==> src/rtl/noc_vc_bridge_pkg.sv <==
// Shared defaults and state encoding for the NoC virtual-channel bridge.
package noc_vc_bridge_pkg;

  localparam int NOC_DATA_WIDTH        = 32;
  localparam int NOC_VC_CHANNEL        = 2;
  localparam int NOC_BRIDGE_FIFO_DEPTH = 4;

  typedef enum logic {
    NOC_BR_IDLE = 1'b0,
    NOC_BR_BUSY = 1'b1
  } br_state_e;

endpackage

==> src/rtl/noc_flit_fifo.sv <==
// Input elastic FIFO for framed flits; entry = {flit, header, tail}.
module noc_flit_fifo
  import noc_vc_bridge_pkg::*;
#(
  parameter int WIDTH = NOC_DATA_WIDTH + 2,
  parameter int DEPTH = NOC_BRIDGE_FIFO_DEPTH
) (
  input  logic             noc_clk,
  input  logic             noc_rst,
  input  logic             push,
  input  logic [WIDTH-1:0] din,
  input  logic             pop,
  output logic [WIDTH-1:0] dout,
  output logic             empty,
  output logic             full
);

  localparam int AW = $clog2(DEPTH);

  logic [WIDTH-1:0] mem [DEPTH];
  logic [AW-1:0]    wr_ptr;
  logic [AW-1:0]    rd_ptr;
  logic [AW:0]      count;

  // Storage carries no reset; only pointers and occupancy are cleared.
  always_ff @(posedge noc_clk) begin
    if (push) mem[wr_ptr] <= din;
  end

  always_ff @(posedge noc_clk) begin
    if (noc_rst) begin
      wr_ptr <= '0;
      rd_ptr <= '0;
      count  <= '0;
    end else begin
      if (push) wr_ptr <= wr_ptr + AW'(1);
      if (pop)  rd_ptr <= rd_ptr + AW'(1);
      case ({push, pop})
        2'b10:   count <= count + (AW+1)'(1);
        2'b01:   count <= count - (AW+1)'(1);
        default: count <= count;
      endcase
    end
  end

  assign dout  = mem[rd_ptr];
  assign empty = (count == '0);
  assign full  = (count == (AW+1)'(DEPTH));

endmodule

==> src/rtl/noc_vc_bridge.sv <==
// Steers whole wormhole packets from one flit stream onto NUM_VC virtual-channel
// senders with a packet-atomic lock and fixed-priority or round-robin allocation.
module noc_vc_bridge
  import noc_vc_bridge_pkg::*;
#(
  parameter int  DATA_W     = NOC_DATA_WIDTH,
  parameter int  NUM_VC     = NOC_VC_CHANNEL,
  parameter int  FIFO_DEPTH = NOC_BRIDGE_FIFO_DEPTH,
  parameter int  RR_MODE    = 1,
  parameter int  ERR_W      = 8,
  localparam int VC_W       = $clog2(NUM_VC)
) (
  input  logic                     noc_clk,
  input  logic                     noc_rst,
  input  logic                     rx_valid,
  output logic                     rx_ready,
  input  logic [DATA_W-1:0]        rx_flit,
  input  logic                     rx_is_header,
  input  logic                     rx_is_tail,
  output logic [NUM_VC-1:0]        vc_valid,
  input  logic [NUM_VC-1:0]        vc_ready,
  input  logic [NUM_VC-1:0]        vc_credit_ok,
  output logic [NUM_VC*DATA_W-1:0] vc_flit,
  output logic [NUM_VC-1:0]        vc_is_header,
  output logic [NUM_VC-1:0]        vc_is_tail,
  output logic                     busy,
  output logic [VC_W-1:0]          cur_vc,
  output logic [ERR_W-1:0]         err_cnt
);

  localparam int ENT_W = DATA_W + 2;

  logic [ENT_W-1:0]  fifo_din;
  logic [ENT_W-1:0]  hd_ent;
  logic              fifo_empty;
  logic              fifo_full;
  logic              push;
  logic              pop;
  logic              hd_vld;
  logic              hd_hdr;
  logic              hd_tail;
  logic [DATA_W-1:0] hd_flit;

  br_state_e         state;
  logic [VC_W-1:0]   rr_ptr;
  logic [VC_W-1:0]   cur_vc_r;
  logic [ERR_W-1:0]  err_r;
  logic [VC_W-1:0]   grant;
  logic [VC_W-1:0]   sel_vc;
  logic              cand_any;
  logic              lane_en;
  logic              discard;

  function automatic logic [ERR_W-1:0] sat_inc(input logic [ERR_W-1:0] v);
    return (&v) ? v : v + ERR_W'(1);
  endfunction

  function automatic logic [VC_W-1:0] next_vc(input logic [VC_W-1:0] v);
    return (v == VC_W'(NUM_VC - 1)) ? '0 : v + VC_W'(1);
  endfunction

  assign fifo_din = {rx_flit, rx_is_header, rx_is_tail};
  assign push     = rx_valid && rx_ready;
  assign rx_ready = !fifo_full;

  noc_flit_fifo #(
    .WIDTH (ENT_W),
    .DEPTH (FIFO_DEPTH)
  ) u_fifo (
    .noc_clk (noc_clk),
    .noc_rst (noc_rst),
    .push    (push),
    .din     (fifo_din),
    .pop     (pop),
    .dout    (hd_ent),
    .empty   (fifo_empty),
    .full    (fifo_full)
  );

  assign hd_vld  = !fifo_empty;
  assign hd_flit = hd_ent[ENT_W-1:2];
  assign hd_hdr  = hd_ent[1];
  assign hd_tail = hd_ent[0];

  // Search starts at rr_ptr in round-robin mode, at lane 0 for fixed priority.
  always_comb begin : grant_arb
    int   idx;
    logic found;
    idx   = 0;
    found = 1'b0;
    grant = '0;
    for (int i = 0; i < NUM_VC; i++) begin
      idx = (RR_MODE != 0) ? int'(rr_ptr) + i : i;
      if (idx >= NUM_VC) idx = idx - NUM_VC;
      if (!found && vc_credit_ok[VC_W'(idx)]) begin
        grant = VC_W'(idx);
        found = 1'b1;
      end
    end
  end

  assign cand_any = |vc_credit_ok;
  assign sel_vc   = (state == NOC_BR_BUSY) ? cur_vc_r : grant;
  assign lane_en  = hd_vld && ((state == NOC_BR_BUSY) || (hd_hdr && cand_any));
  assign discard  = hd_vld && (state == NOC_BR_IDLE) && !hd_hdr;
  assign pop      = discard || (lane_en && vc_ready[sel_vc]);

  always_comb begin
    vc_valid     = '0;
    vc_is_header = '0;
    vc_is_tail   = '0;
    vc_flit      = '0;
    if (lane_en) begin
      vc_valid[sel_vc]                     = 1'b1;
      vc_is_header[sel_vc]                 = hd_hdr;
      vc_is_tail[sel_vc]                   = hd_tail;
      vc_flit[int'(sel_vc)*DATA_W +: DATA_W] = hd_flit;
    end
  end

  // Lock is taken on the header pop and released on the tail pop.
  always_ff @(posedge noc_clk) begin
    if (noc_rst) begin
      state    <= NOC_BR_IDLE;
      rr_ptr   <= '0;
      cur_vc_r <= '0;
      err_r    <= '0;
    end else begin
      case (state)
        NOC_BR_IDLE: begin
          if (discard) begin
            err_r <= sat_inc(err_r);
          end else if (pop) begin
            cur_vc_r <= grant;
            rr_ptr   <= next_vc(grant);
            if (!hd_tail) state <= NOC_BR_BUSY;
          end
        end
        NOC_BR_BUSY: begin
          if (pop) begin
            if (hd_hdr)  err_r <= sat_inc(err_r);
            if (hd_tail) state <= NOC_BR_IDLE;
          end
        end
        default: state <= NOC_BR_IDLE;
      endcase
    end
  end

  assign busy    = (state == NOC_BR_BUSY);
  assign cur_vc  = cur_vc_r;
  assign err_cnt = err_r;

endmodule

==> config.mk <==
export PLATFORM = sky130hd
export DESIGN_NAME = noc_vc_bridge
export DESIGN_NICKNAME = d
export VERILOG_FILES = /design/src/rtl/noc_vc_bridge_pkg.sv /design/src/rtl/noc_flit_fifo.sv /design/src/rtl/noc_vc_bridge.sv
export SDC_FILE = /design/constraint.sdc
export NUM_CORES = 1
export LEC_CHECK = 0
export CORE_MARGIN = 10
export CORE_UTILIZATION = 56
export DETAILED_ROUTE_END_ITERATION = 6
export HOLD_SLACK_MARGIN = 0.02
export PLACE_DENSITY = 0.84
export SYNTH_ARGS = -nofsm -noshare
export SYNTH_HDL_FRONTEND = slang
export SYNTH_HIERARCHICAL = 1
export SYNTH_SLANG_ARGS = --single-unit
==> constraint.sdc <==
create_clock -name noc_clk -period 7 [get_ports noc_clk]
set_input_delay 1.05 -clock noc_clk [delete_from_list [all_inputs] [get_ports noc_clk]]
set_output_delay 1.05 -clock noc_clk [all_outputs]
set_load 0.01 [all_outputs]
# After elaboration in Yosys (flattened, before gate mapping)
# Memories as Yosys holds them, arrays and structs flattened. A register that Yosys moved wholly into a read port is not among the register bits.
# Cells that the tools add are included.
# word_totals
register_bits	18
mem_bits_rw	136
in_bits	41
out_inout_bits	81
mem_count	1
# op_classes
addsub	10
n_lt_le_gt_ge	6
eq_ne	6
shift	2
mux	34
n_bitwise	5
reduce_logical	20
# mem_list
name	words	word_bits	read_ports	rd_ports_with_merged_regs	write_ports	line_no	text
u_fifo.mem	4	34	1	1	1	noc_flit_fifo.sv:20	logic [WIDTH-1:0] mem [DEPTH];
# op_table
cell	n
64-bit AND	1
64-bit 2-to-1 mux	1
32-bit by 33-bit variable shift with 64-bit output (first input constant)	1
32-bit by 33-bit variable part select with 64-bit output	1
6-bit negator with 33-bit output	1
8-bit 2-to-1 mux	4
1-bit 2-to-1 mux	20
8-bit case mux with 2 select lines	1
2-bit 2-to-1 mux	5
8-bit by 1-bit adder with 8-bit output (second input constant)	1
1-bit logical AND	8
8-bit AND reduction	1
1-bit by 3-bit < comparator with 1-bit output (second input constant)	2
3-bit case mux with 2 select lines	1
3-bit AND reduction	2
2-bit by 1-bit adder with 2-bit output (second input constant)	2
2-bit AND	2
1-bit logical NOT	4
2-bit inequality test (second input constant)	2
3-bit by 1-bit adder with 3-bit output (second input constant)	1
3-bit equality test (second input constant)	1
3-bit logical NOT	1
3-bit by 1-bit subtractor with 3-bit output (second input constant)	1
1-bit by 1-bit adder with 2-bit output (second input constant)	1
15 further kinds	18

# Depth between registers and ports, before layout
# depth
word_depth	17
mapped_depth	13
mapped_depth_nobuf	11

# By module
# Netlist, hierarchy kept.
# by_module_without_submodules
module	n_inst	cells_per_inst	area_per_inst_um2
noc_flit_fifo	1	225	5388.9
noc_vc_bridge	1	156	1122.3

# Least setup slack after synthesis
# No wires, ideal clock.
# synth_timing
path_kind	in2out
startpoint	input port vc_credit_ok[0]
endpoint	output port vc_flit[34]
arrival_time_ns	2.101
t_required_ns	5.950
setup_slack_ns	3.849
stages	5
path_buffers	1
path_cell_list	nor3_1 > or3_1 > a21oi_2 > clkbuf_1 > and2_1
# synth_via
elab_chain_len	11
word_cells_on_any_way	19
cone_classes	add/sub: 1; shift: 2; mux: 9; bitwise: 1; reduce/logical: 6
# synth_lines
element	line_no	text
start, declared	noc_vc_bridge.sv:22	input logic [NUM_VC-1:0] vc_credit_ok,
1-bit 2-to-1 mux (implied by the code) (2 in a row)	noc_vc_bridge.sv:95	if (!found && vc_credit_ok[VC_W'(idx)]) begin
1-bit 2-to-1 mux	noc_vc_bridge.sv:95	
1-bit logical NOT	noc_vc_bridge.sv:95	
1-bit logical AND	noc_vc_bridge.sv:95	
1-bit 2-to-1 mux	noc_vc_bridge.sv:95	
1-bit 2-to-1 mux	noc_vc_bridge.sv:103	assign sel_vc = (state == NOC_BR_BUSY) ? cur_vc_r : grant;
6-bit negator with 33-bit output	noc_vc_bridge.sv:117	vc_flit[int'(sel_vc)*DATA_W +: DATA_W] = hd_flit;
32-bit by 33-bit variable part select with 64-bit output or 32-bit by 33-bit variable shift with 64-bit output (tied branches)	noc_vc_bridge.sv:117	
64-bit AND (no source line)	-	
64-bit 2-to-1 mux (*)	noc_vc_bridge.sv:113	if (lane_en) begin
end, declared	noc_vc_bridge.sv:23	output logic [NUM_VC*DATA_W-1:0] vc_flit,
# Mark *: on every way between the ends. The rest lies on a longest branch, timed or not. The select of a mux whose other input is x is not followed.

==> PnR_summary.wiki <==
{| class="wikitable"
! Metric !! Value
|-
| Leftover overflow at the end of global routing || 0
|-
| FILL cells || 748
|-
| Post-CTS Repair Setup Buffers || 0
|-
| Clock latency reported for the late side of the worst-skew pair || 0.41 ns
|-
| GPL Wtd Cong || 0.807
|-
| Routed length on met3 || 1.01 mm
|-
| Number of hold violations in the final report || 0
|-
| Status || complete, no violations
|-
| Number of DRC violations after detailed-routing iteration 0 || 224
|-
| Count of flip-flops with a built-in enable after synthesis || 136
|-
| Number of port buffers || 121
|-
| Die Wd || 128 um
|-
| Register area share after synthesis || 68.9%
|-
| Number of nets with antenna violations after routing || 0
|-
| Root Buffer || sky130_fd_sc_hd__clkbuf_16
|-
| Rows || 39
|-
| Detailed-route wire length per cell || 20.5 um
|-
| Die ar. || 16,300 um^2
|-
| Via-per-instance ratio || 5.59
|-
| Element type at the critical path start || flop
|-
| Ant. Diodes || 0
|-
| Clock-pin transition on the worst setup and hold timing paths || 0.06 ns
|-
| Slowest library cell on the worst path || sky130_fd_sc_hd__nor2_2
|-
| Synth-to-Final Area Change || 28.5%
|-
| Post-Layout Cell Count || 662
|-
| Critical path data arrival time || 4.09 ns
|-
| Highest signal layer in the routed design || met5
|-
| Kind of critical path || reg -> out
|-
| Cell type contributing the most total cell area after synthesis || sky130_fd_sc_hd__edfxtp_1
|-
| Placed cells || 630
|-
| Via count of the first global-routing pass || 3,913
|-
| Post-synthesis net count || 429
|-
| Die height || 128 um
|-
| Global-route usage over all layers || 17.0%
|-
| Max Clock Skew || 0.0118 ns
|-
| Mean instance size in the synthesized netlist || 17.1 um^2
|-
| Total number of nets in the final design || 554
|-
| Setup total negative slack || 0 ns
|-
| Yosys warnings || 6
|-
| Count of cells resized by post-cts repair || 0
|-
| Unrepaired setup endpoints after global routing || false
|-
| Core footprint || 11,400 um^2
|-
| Slew at the pin closest to its max-slew limit || 1.29 ns
|-
| Static Leak || 2.78 nW
|-
| Wire length of the first global-routing pass || 21.3 mm
|-
| Total vias in the final route || 3,702
|-
| Highest clock frequency the design can meet || 195 MHz
|-
| CTS tree || done
|-
| Final critical path time including I/O delays and setup || 5.14 ns
|-
| DRT Pass-1 Iters || 4
|-
| Share of post-route cells with drive strength above 1 || 14.8%
|-
| Top-count cell post-synth || sky130_fd_sc_hd__edfxtp_1
|-
| Power per Cell Area || 332 nW/um^2
|-
| Async set-or-reset flop fraction in the synthesized netlist || 0%
|-
| Met1 Wirelength || 5.24 mm
|-
| Area after detailed placement || 7790 um^2
|-
| Post-route standard cell area excluding fillers || 8370 um^2
|-
| Highest net fanout along the worst path || 35
|-
| Fin crit share || 73.4%
|-
| HP Class || reg -> reg
|-
| Boundary Pins || 122
|-
| Maximum level of the CTS H-tree || 4
|-
| Number of maximum-capacitance violations || 0
|-
| Length of routed met2 wiring || 7.14 mm
|-
| Largest voltage drop on the vdd net || 0.221 mV
|-
| Largest cells by area after synthesis || sky130_fd_sc_hd__edfxtp_1 63%, sky130_fd_sc_hd__mux4_2 10%, sky130_fd_sc_hd__and2_1 6.9%
|-
| Yosys cell types || 42
|-
| FF+latch count, synth || 156
|-
| Max clock buf depth || 2
|-
| Series of cell instances along the critical path || mux4_2 -> nor2_1 -> or3_1 -> nor2_2 -> and2_1 -> clkdlybuf4s50_1
|-
| Total setup violations reported at the end of the flow || 0
|-
| Stage delay of the slowest cell on the critical path || 1.00 ns
|-
| HPWL after DPL || 8.75 mm
|-
| Post-route DRC || 0
|-
| Largest net degree at the start of global routing || 36
|-
| Slew Limit Headroom || 13.9%
|-
| Mapped cell area || 6510 um^2
|-
| Effective utilization at floorplan || 57.0%
|-
| DRT Wirelength || 13.6 mm
|-
| Sink count of the clock tree || 156
|-
| Hold buffer count at CTS || 0
|-
| Endpoint class of the critical path || output pin
|-
| Final number of max-transition violations || 0
|-
| Fraction of post-synthesis cell area in the top cell type by area || 62.7%
|-
| Primary FF master, synth || sky130_fd_sc_hd__edfxtp_1
|-
| Total CTS buffers || 17
|-
| Most numerous cell types in the synthesized netlist || 136 x sky130_fd_sc_hd__edfxtp_1, 72 x sky130_fd_sc_hd__and2_1, 30 x sky130_fd_sc_hd__mux4_2, 20 x sky130_fd_sc_hd__dfxtp_1, 15 x sky130_fd_sc_hd__nor2_1
|-
| Synthesized instance count || 381
|-
| Critical Path RT || 5.95 ns
|-
| Number of antenna violations at the first check in global routing || 1
|}
[cell families (layout without fill, tap and decap cells)]
kind of cell    Yosys count  after routing  synth area share [%]
flops                   156            156                  68.9
simple gates            124            124                  11.0
mux                      42             42                  13.3
buf+inv                  27            165                  2.63
compound gates           20             20                  2.04
fa+ha+maj                 7              7                  1.46
xor+xnor                  5              5                 0.673
[power breakdown]
group,internal [mW],switching [mW],total [mW]
clock,0.502,0.380,0.882
sequential,1.14,0.0570,1.20
combinational,0.354,0.346,0.700
[registers in the layout, summed over array words and instances, names as in the netlist, named ones only]
register,flops
u_fifo/mem,136
u_fifo/rd_ptr,2
rr_ptr,1
busy,1
err_cnt,8
cur_vc,1
u_fifo/count,3
u_fifo/wr_ptr,2
[worst max-delay path, delay by kind of cell, from the launching register on]
family	cells	cell delay (ns)
buffers and inverters	1	0.56
flip-flops	1	0.94
multiplexers	1	0.43
AND/OR/NAND/NOR	4	1.74
[per-stage QoR]
stage	setup WS [ns]	hold WS [ns]	utilization, %	total power [mW]
3_5_place_dp	1.92	0.477	68.2	1.93
2_1_floorplan	3.85	0.447	-	1.65
6_report	1.86	0.504	73.3	2.78
3_3_place_gp	2.07	0.469	68.2	1.90
5_1_grt	1.60	0.522	73.3	2.91
4_1_cts	1.70	0.489	73.3	2.81
[final cells by class]
type / instances / area [um^2] / share of cell area [%]
repair buffers: 123 / 1230 / 14.7
clock buffers: 17 / 425 / 5.08
multi-input cells: 198 / 1860 / 22.2
well taps: 143 / 179 / 2.14
flip-flops and latches: 156 / 4490 / 53.6
inverters: 10 / 37.5 / 0.448
clock inverters: 15 / 154 / 1.84
[layer usage]
| metal | global-route usage (%) | vias up |
|---|---|---|
| li1 | - | 1700 |
| met1 | 19.1 | 1856 |
| met2 | 29.1 | 126 |
| met3 | 5.83 | 18 |
| met4 | 6.29 | 2 |
| met5 | 0 | - |
[final timing paths]
path | endpoint | cells past startpoint | start | slack, ns
setup / recovery | vc_flit[29] | 6 | flop | 1.86
hold / removal | rr_ptr$_SDFFE_PP0P_ | 2 | rr_ptr$_SDFFE_PP0P_ | 0.50
setup reg to reg | u_fifo/count[2]$_SDFFE_PP0P_ | 11 | flop | 3.50
hold reg to reg | rr_ptr$_SDFFE_PP0P_ | 2 | rr_ptr$_SDFFE_PP0P_ | 0.50
[cell usage in the layout (no fill, tap or decap), types with 8 or more instances in the layout]
master / count
sky130_fd_sc_hd__mux4_2: 30
sky130_fd_sc_hd__inv_1: 10
sky130_fd_sc_hd__dfxtp_1: 18
sky130_fd_sc_hd__clkbuf_16: 17
sky130_fd_sc_hd__edfxtp_1: 136
sky130_fd_sc_hd__nor2_1: 15
sky130_fd_sc_hd__nand2_1: 8
sky130_fd_sc_hd__and2_1: 68
sky130_fd_sc_hd__clkdlybuf4s50_1: 121
No activity file was read; power rests on OpenSTA's default activity.
